==> config.mk <==
export PLATFORM = sky130hd
export DESIGN_NAME = pressure_controller_flat
export DESIGN_NICKNAME = d
export VERILOG_FILES = /design/src/rtl/airlock_pkg.sv /design/src/rtl/pressure_controller_if.sv /design/src/rtl/pressure_controller_ramp_timer.sv /design/src/rtl/pressure_controller.sv /design/src/flat_wrapper.sv
export SDC_FILE = /design/constraint.sdc
export NUM_CORES = 1
export LEC_CHECK = 0
export ABC_AREA = 1
export CELL_PAD_IN_SITES_DETAIL_PLACEMENT = 1
export CELL_PAD_IN_SITES_GLOBAL_PLACEMENT = 2
export CORE_MARGIN = 2
export CORE_UTILIZATION = 28
export DETAILED_ROUTE_END_ITERATION = 7
export PLACE_DENSITY_LB_ADDON = 0.05
export RECOVER_POWER = 50
export SYNTH_ARGS = -nofsm -noshare
export SYNTH_HDL_FRONTEND = slang
export SYNTH_SLANG_ARGS = --single-unit
export TNS_END_PERCENT = 20
==> constraint.sdc <==
create_clock -name clock -period 1.62 [get_ports clock]
set_input_delay 0.162 -clock clock [delete_from_list [all_inputs] [get_ports clock]]
set_output_delay 0.162 -clock clock [all_outputs]
set_load 0.005 [all_outputs]
==> src/rtl/airlock_pkg.sv <==
// Shared airlock definitions: chamber state encoding and default ramp lengths,
// common to the pressure controller and the arrival/departure workflows.
package airlock_pkg;

   typedef enum logic [1:0] {
      LOW            = 2'b00,
      PRESSURIZING   = 2'b01,
      HIGH           = 2'b10,
      DEPRESSURIZING = 2'b11
   } state_e;

   localparam int PRESS_CYCLES_DEF   = 5;
   localparam int DEPRESS_CYCLES_DEF = 7;

   function automatic logic f_doors_closed(input logic od_closed, input logic id_closed);
      return od_closed & id_closed;
   endfunction

endpackage

==> src/rtl/pressure_controller_if.sv <==
// Request/door/status bundle between the workflow controllers (master)
// and the chamber-side pressure controller (slave).
interface pressure_controller_if;
   logic startPressurizing;
   logic startDepressurizing;
   logic odClosed;
   logic idClosed;
   logic isHighPressure;
   logic busy;
   logic pumpOn;
   logic ventOn;
   logic hold;
   logic done;
   logic reject;

   modport master (
      output startPressurizing, startDepressurizing, odClosed, idClosed,
      input  isHighPressure, busy, pumpOn, ventOn, hold, done, reject
   );

   modport slave (
      input  startPressurizing, startDepressurizing, odClosed, idClosed,
      output isHighPressure, busy, pumpOn, ventOn, hold, done, reject
   );
endinterface

==> src/rtl/pressure_controller_ramp_timer.sv <==
// Ramp cycle counter: counts enabled cycles from zero and flags when the
// count has reached the supplied limit (ramp length minus one).
module ramp_timer #(
   parameter int CNT_W = 8
) (
   input  logic             clock,
   input  logic             clear,
   input  logic             enable,
   input  logic [CNT_W-1:0] limit,
   output logic             terminal
);

   logic [CNT_W-1:0] r_cnt;

   always_ff @(posedge clock) begin
      if (clear) begin
         r_cnt <= '0;
      end else if (enable) begin
         if (terminal) r_cnt <= '0;
         else          r_cnt <= r_cnt + CNT_W'(1);
      end
   end

   assign terminal = (r_cnt == limit);

endmodule

==> src/rtl/pressure_controller.sv <==
// Chamber pressure responder: accepts pressurize/depressurize pulses, runs a
// timed pump/vent ramp under the door interlock and reports chamber state.
module pressure_controller
   import airlock_pkg::*;
#(
   parameter int PRESS_CYCLES   = PRESS_CYCLES_DEF,
   parameter int DEPRESS_CYCLES = DEPRESS_CYCLES_DEF,
   parameter int CNT_W          = 8,
   parameter int RESET_HIGH     = 1
) (
   input logic                  clock,
   input logic                  reset,
   pressure_controller_if.slave bus
);

   localparam state_e           RST_STATE = (RESET_HIGH != 0) ? HIGH : LOW;
   localparam logic [CNT_W-1:0] PRESS_LIM = CNT_W'(PRESS_CYCLES - 1);
   localparam logic [CNT_W-1:0] DEPR_LIM  = CNT_W'(DEPRESS_CYCLES - 1);

   state_e           r_state, w_state_nxt;
   logic             r_done, r_reject;
   logic             w_done_nxt, w_reject_nxt, w_accept;
   logic             w_doors, w_req, w_ramp, w_terminal;
   logic [CNT_W-1:0] w_limit;

   assign w_doors = f_doors_closed(bus.odClosed, bus.idClosed);
   assign w_req   = bus.startPressurizing | bus.startDepressurizing;
   assign w_ramp  = r_state[0];
   assign w_limit = (r_state == DEPRESSURIZING) ? DEPR_LIM : PRESS_LIM;

   // Counter restarts on reset and on every accepted request; it only advances
   // while ramping with both doors shut, so an open door freezes progress.
   ramp_timer #(.CNT_W(CNT_W)) u_timer (
      .clock    (clock),
      .clear    (reset | w_accept),
      .enable   (w_ramp & w_doors),
      .limit    (w_limit),
      .terminal (w_terminal)
   );

   always_ff @(posedge clock) begin
      if (reset) begin
         r_state  <= RST_STATE;
         r_done   <= 1'b0;
         r_reject <= 1'b0;
      end else begin
         r_state  <= w_state_nxt;
         r_done   <= w_done_nxt;
         r_reject <= w_reject_nxt;
      end
   end

   always_comb begin
      w_state_nxt  = r_state;
      w_accept     = 1'b0;
      w_done_nxt   = 1'b0;
      w_reject_nxt = 1'b0;
      case (r_state)
         LOW: begin
            if (bus.startPressurizing && !bus.startDepressurizing && w_doors) begin
               w_state_nxt = PRESSURIZING;
               w_accept    = 1'b1;
            end else begin
               w_reject_nxt = w_req;
            end
         end
         HIGH: begin
            if (bus.startDepressurizing && !bus.startPressurizing && w_doors) begin
               w_state_nxt = DEPRESSURIZING;
               w_accept    = 1'b1;
            end else begin
               w_reject_nxt = w_req;
            end
         end
         PRESSURIZING: begin
            w_reject_nxt = w_req;
            if (w_doors && w_terminal) begin
               w_state_nxt = HIGH;
               w_done_nxt  = 1'b1;
            end
         end
         DEPRESSURIZING: begin
            w_reject_nxt = w_req;
            if (w_doors && w_terminal) begin
               w_state_nxt = LOW;
               w_done_nxt  = 1'b1;
            end
         end
         default: w_state_nxt = RST_STATE;
      endcase
   end

   // Pressure level is the high state bit: HIGH and DEPRESSURIZING both read high.
   assign bus.isHighPressure = r_state[1];
   assign bus.busy           = w_ramp;
   assign bus.pumpOn         = (r_state == PRESSURIZING) & w_doors;
   assign bus.ventOn         = (r_state == DEPRESSURIZING) & w_doors;
   assign bus.hold           = w_ramp & ~w_doors;
   assign bus.done           = r_done;
   assign bus.reject         = r_reject;

endmodule

==> src/flat_wrapper.sv <==
// flat-port wrapper written by rule: the top's interface ports become plain ports
module pressure_controller_flat import airlock_pkg::*;
#(
   parameter int PRESS_CYCLES   = PRESS_CYCLES_DEF,
   parameter int DEPRESS_CYCLES = DEPRESS_CYCLES_DEF,
   parameter int CNT_W          = 8,
   parameter int RESET_HIGH     = 1
)
  (clock, reset, bus_startPressurizing, bus_startDepressurizing, bus_odClosed, bus_idClosed, bus_isHighPressure, bus_busy, bus_pumpOn, bus_ventOn, bus_hold, bus_done, bus_reject);
  pressure_controller_if bus_i ();
  input logic clock;
  input logic reset;
  input wire logic [$bits(bus_i.startPressurizing)-1:0] bus_startPressurizing;
  input wire logic [$bits(bus_i.startDepressurizing)-1:0] bus_startDepressurizing;
  input wire logic [$bits(bus_i.odClosed)-1:0] bus_odClosed;
  input wire logic [$bits(bus_i.idClosed)-1:0] bus_idClosed;
  output wire logic [$bits(bus_i.isHighPressure)-1:0] bus_isHighPressure;
  output wire logic [$bits(bus_i.busy)-1:0] bus_busy;
  output wire logic [$bits(bus_i.pumpOn)-1:0] bus_pumpOn;
  output wire logic [$bits(bus_i.ventOn)-1:0] bus_ventOn;
  output wire logic [$bits(bus_i.hold)-1:0] bus_hold;
  output wire logic [$bits(bus_i.done)-1:0] bus_done;
  output wire logic [$bits(bus_i.reject)-1:0] bus_reject;
  assign bus_i.startPressurizing = bus_startPressurizing;
  assign bus_i.startDepressurizing = bus_startDepressurizing;
  assign bus_i.odClosed = bus_odClosed;
  assign bus_i.idClosed = bus_idClosed;
  assign bus_isHighPressure = bus_i.isHighPressure;
  assign bus_busy = bus_i.busy;
  assign bus_pumpOn = bus_i.pumpOn;
  assign bus_ventOn = bus_i.ventOn;
  assign bus_hold = bus_i.hold;
  assign bus_done = bus_i.done;
  assign bus_reject = bus_i.reject;
  pressure_controller #(.PRESS_CYCLES(PRESS_CYCLES), .DEPRESS_CYCLES(DEPRESS_CYCLES), .CNT_W(CNT_W), .RESET_HIGH(RESET_HIGH)) u_core (.clock(clock), .reset(reset), .bus(bus_i));
endmodule
# After elaboration in Yosys (flattened, before gate mapping)
# Cells that the tools add are included.
# word_totals
elab_cells	47
input_bits	6
reg_bits	12
output_inout_bits	7
# classes
addsub	1
bitwise_logic	9
n_reduce_logical	11
n_eq_ne	8
n_mux	14
# ops
cell	count
$mux W2	5
$add A8 B1 Y8 const B	1
$eq A8 B8 Y1	1
$mux W8	1
$ne A2 B1 Y1 const B	4
$pmux W2 S4	1
$and A1 B1 Y1	5
$logic_and A1 B1 Y1	5
$mux W1	5
$eq A2 B2 Y1 const B	2
$reduce_and A4 Y1	1
$reduce_or A2 Y1	2
$pmux W1 S3	1
$eq A2 B1 Y1 const B	1
$logic_not A1 Y1	2
$logic_not A2 Y1	1
$not A1 Y1	2
$or A1 B1 Y1	2
$pmux W1 S2	1

# Depth between registers and ports, before layout
# logic_depth
word_depth	6
mapped_depth	10
depth_no_buf	10

# Hierarchy
# Synthesis repeated with hierarchy kept, for this count alone.
# unflattened
hier_cells	136
hier_area_um2	883.3
# modules_own_cells
mod	n_inst	seq_area_each_um2	area_per_inst_um2	cells_each
ramp_timer	1	160.2	549.3	90
pressure_controller	1	80.1	334.1	46

# Worst setup path after synthesis
# No wires, ideal clock.
# synth_path
kind	register to register
from	reg u_core.r_state[0]
to	reg u_core.r_state[0]
slack_ns	0.316
synth_period_minus_slack_ns	1.304
stages_incl_launch_ff	11
setup_time_ns	0.113
arrival_ns	1.190
n_path_buf	0
t_required_ns	1.507
cell_sequence	dfxtp_1 > ha_1 > inv_1 > nand2_1 > nand2_1 > nor2_2 > nand3_2 > nand2_4 > nand3_1 > nand2_1 > nor2_2
# synth_via
elab_chain_len	6
word_cells_on_any_way	13
cone_classes	eq/ne: 8; mux: 2; reduce/logical: 3
# synth_lines
item	line_no	text
from (decl)	pressure_controller.sv:20	state_e r_state, w_state_nxt;
from (signal assigned)	pressure_controller.sv:47	r_state <= w_state_nxt;
$eq A2 B2 Y1	pressure_controller.sv:29, pressure_controller.sv:58	
$mux W2	pressure_controller.sv:29	assign w_limit = (r_state == DEPRESSURIZING) ? DEPR_LIM : PRESS_LIM;
$eq A8 B8 Y1	pressure_controller_ramp_timer.sv:24	assign terminal = (r_cnt == limit);
$logic_and A1 B1 Y1	pressure_controller.sv:77, pressure_controller.sv:84	
$ne A2 B1 Y1 (no source line)	n/a	
$reduce_and A4 Y1 (no source line)	n/a	
# Several ways; a longest one is shown, not always the timed one.
# A chain may end at the register's enable or synchronous reset.

# Worst setup path in the final report
# layout_path
from	in bus_idClosed
to	out bus_hold
# layout_via
elab_chain_len	3
# layout_lines
item	line_no	text
from (decl)	flat_wrapper.sv:16	input wire logic [$bits(bus_i.idClosed)-1:0] bus_idClosed;
$and A1 B1 Y1	airlock_pkg.sv:16	return od_closed & id_closed;
$not A1 Y1	pressure_controller.sv:98	assign bus.hold = w_ramp & ~w_doors;
$and A1 B1 Y1	pressure_controller.sv:98	
to (decl)	flat_wrapper.sv:21	output wire logic [$bits(bus_i.hold)-1:0] bus_hold;
# No other way between the ends.

==> key figures <==
Synthesis
  – Synth top area share: ~28%
  – Main combinational cell family by area after synthesis: simple AND/OR/NAND/NOR gates
  – Number of warnings reported in the yosys synthesis log: 0
  – Share of synthesized area spent on multiplexers: 0%
  – Post-Syn Area per Cell: 6.907 sq um
  – Compound-Gate Fraction of Synth Area: ~6.5%
  – Parity-gate share of the synthesized area counting xor and xnor cells: 3.093%
  – Part of the Yosys area used for sequential elements: between 20% and 30%
  – Arithmetic-cell share of the synthesized area counting full adders, half adders and majority gates: 8.837%
  – Fraction of synthesis flops using an asynchronous set or reset pin: 0%
  – Cell Area, Synth: approximately 850 sq um
  – Register bit count reported by yosys: 12
  – Count of unique library cells instantiated by Yosys: 23
  – Number of cells produced by synthesis: between 100 and 150
  – Most area-consuming cells after synthesis: sky130_fd_sc_hd__dfxtp_1 (28%), sky130_fd_sc_hd__nand2_1 (15%), sky130_fd_sc_hd__ha_1 (8.8%)
  – Area fraction in and, or, nand and nor cells after synthesis: between 40% and 50%
  – Dominant cell type by area after synthesis: sky130_fd_sc_hd__dfxtp_1
  – Prevailing post-synth register cell: sky130_fd_sc_hd__dfxtp_1
  – Number of flops mapped to enable cells by yosys: 0
  – Net Count, Synth: 135

Clock tree
  – Clock root buffer master: sky130_fd_sc_hd__clkbuf_4
  – Clk sink count: 12
  – CTS Hold Bufs: 0
  – Clock tree from TritonCTS: done
  – Number of buffers added by the clock tree synthesis step: 3
  – Clock transition at path regs: roughly 0.070 ns
  – Maximum level of the CTS H-tree: 1
  – Number of buffers on the longest clock path: 2
  – Clock latency at the later pin of the worst-skew pair: 0.27 ns

Floorplanning
  – Starting density of the core: between 30 and 40%
  – FP Rows: 19
  – Area enclosed by the die boundary: 3491 sq um
  – Chip width: ~59 um
  – Std-Cell Core Area: 2829 sq um
  – I/O pins: 13
  – Height of the die: 59.09 um

Setup path
  – Worst endpoint data arrival time: between 1 and 1.5 ns
  – Largest fanout on the critical path: 5
  – Critical Path Most Common Cell: sky130_fd_sc_hd__clkdlybuf4s50_1
  – Max stage delay cell, worst path: sky130_fd_sc_hd__clkdlybuf4s50_1
  – Critical Path RT: between 1 and 1.5 ns
  – Startpoint Class: primary input
  – Delay of the slowest cell on the worst path: ~0.5 ns
  – Critical path type: primary input to output port
  – Worst path cell trace: clkdlybuf4s50_1 -> nand2_4 -> inv_4 -> nor2_1 -> clkdlybuf4s50_1
  – Worst Setup End Kind: output port

STA
  – Unrepaired setup endpoints after global routing: false
  – Measured slew at the worst slew-check pin: slightly below 0.4 ns
  – Worst hold slack after final layout: 0.4900 ns
  – Final critical path time including I/O delays and setup: 1.509 ns
  – Max-slew headroom at the worst pin: ~74%
  – Period utilization: about 93%
  – Least setup slack across all paths after layout: approximately 0.11 ns
  – Largest clock skew in the final design: approximately 0.0017 ns
  – Peak Freq: ~660 MHz
  – Final hold violation count: 0
  – Setup violations, final: 0
  – Final Max Slew Viols: 0
  – Setup tns final: 0 ns

Placed design
  – Area of placed instances: just over 1000 sq um
  – Detail Placement HPWL: 1.766 mm
  – Total instance count after detailed placement: 167
  – Final weighted congestion in routability-driven placement: 0.7210
  – IO Port Bufs: 12
  – Post-placement setup slack: approximately 0.052 ns

Finish
  – Count of fill cells added during filler insertion: 360
  – Layout overhead on the synthesized area: 24.45%
  – Area of the multi-input gates: roughly 500 sq um
  – Post-route non-filler standard cell count: between 150 and 200
  – Combined flip-flop and latch cell area: roughly 250 sq um
  – Antenna cell count: 0
  – Proportion of layout cells with a drive suffix above 1: 21.13%
  – Net total in the final layout: ~160
  – Utilization after layout: a little under two fifths
  – Total non-filler cell area in the finished layout: between 1000 and 1500 sq um

Global routing
  – Wire length of the first global-routing pass: 3.670 mm
  – Overall track demand over capacity in global routing: ~14%
  – Via count of the first global-routing pass: approximately 810
  – Overflow left after global routing: 0
  – Pin count of the biggest net entering global routing: 9
  – Number of antenna violations at the first check in global routing: 0

Drt
  – Total via count after detailed routing: ~800
  – Antenna-violating nets left: 0
  – Detail-routed net length per standard cell: approximately 12 um
  – Vias per inst: 4.642
  – Remaining routing DRC violations: 0
  – Drt pass-1 iters: 4
  – Initial drt markers: 11
  – Total wire length after detailed routing: roughly 2.1 mm

Flow run
  – Maxcap violations: 0

Pwr
  – Pwr Total: around 1000 uW
  – Leak: approximately 0.48 nW
  – PwrDens: about 940 nW/um^2
  – Worst-case vdd ir drop: 0.4513 mV

Outcome
  – Outcome: finished clean

Min path
  – Path type of the worst min-delay path: register to register
-- kinds of logic (layout without fill, tap and decap cells) --
logic type / Yosys count / count (layout)
buffers and inverters: 23 / 42
flip-flops: 12 / 12
AND/OR/NAND/NOR: 70 / 70
adder cells (fa/ha/maj): 6 / 6
XOR/XNOR: 3 / 3
AO/OA/AOI/OAI: 9 / 9
-- registers in the layout, summed over array words and instances, names as in the netlist --
name	count
u_core.bus.done	1
u_core.u_timer.r_cnt	8
u_core.bus.reject	1
u_core.r_state	2
-- cell type report --
cell class,count,area share [%]
flip-flops and latches,12,23.43
well taps,31,3.669
multi-input cells,88,47.46
repair buffers,16,13.96
inverters,22,8.047
clock buffers,4,3.432
-- Yosys cell counts, drive strengths merged (2+ instances only) --
cell type	count
ha	6
o21ai	2
a21oi	6
inv	22
nand2	36
dfxtp	12
nor3	2
nand4	4
nor2	18
nand3	10
xor2	2
-- layer usage --
metal / routed length (um) / vias to the layer above / GRT usage (%)
li1: - / 423 / -
met1: 1084 / 363 / 19.34
met2: 888 / 15 / 20.63
met3: 82 / 2 / 4.367
met5: 0 / - / 0
met4: 19 / 0 / 3.571
-- worst paths after layout --
kind / startpoint / to / slack [ns] / depth (start not counted)
worst max-delay path: bus_idClosed / bus_hold / 0.11 / 5
worst min-delay path: u_core.u_timer.r_cnt[5] / u_core.u_timer.r_cnt[5] / 0.49 / 2
worst max register to register: u_core.r_state[0] / u_core.r_state[0] / 0.16 / 10
worst min register to register: u_core.u_timer.r_cnt[5] / u_core.u_timer.r_cnt[5] / 0.49 / 2
-- worst max-delay path, delay by kind of cell --
kind | cells | cell delay [ns]
AND/OR/NAND/NOR | 2 | 0.19
buffers and inverters | 3 | 0.99
-- timing repair --
item,CTS,global route
setup endpoints to repair,2,1
pin swaps,0,1
resized for setup,9,0
buffers inserted,0,2
-- power breakdown --
part	leakage (nW)	total (mW)	switching, mW	internal, mW
combinational	0.365	0.396	0.214	0.182
sequential	0.0981	0.361	0.0300	0.331
clock	0.0210	0.240	0.103	0.137
-- cells in the final DEF (no fill, tap or decap), types with 2 or more instances in the layout --
cell,n
sky130_fd_sc_hd__nor2_2,5
sky130_fd_sc_hd__nand2_1,33
sky130_fd_sc_hd__inv_2,4
sky130_fd_sc_hd__dlygate4sd2_1,2
sky130_fd_sc_hd__xor2_1,2
sky130_fd_sc_hd__nand4_1,4
sky130_fd_sc_hd__clkdlybuf4s50_1,7
sky130_fd_sc_hd__a21oi_1,4
sky130_fd_sc_hd__ha_2,2
sky130_fd_sc_hd__nand2_4,3
sky130_fd_sc_hd__a21oi_2,2
sky130_fd_sc_hd__dfxtp_4,2
sky130_fd_sc_hd__nor2_1,12
sky130_fd_sc_hd__inv_1,17
sky130_fd_sc_hd__ha_1,4
sky130_fd_sc_hd__o21ai_1,2
sky130_fd_sc_hd__buf_4,4
sky130_fd_sc_hd__dlygate4sd3_1,3
sky130_fd_sc_hd__nand3_1,9
sky130_fd_sc_hd__clkbuf_4,3
sky130_fd_sc_hd__dfxtp_1,10
Power figures use the tool's default switching activity.
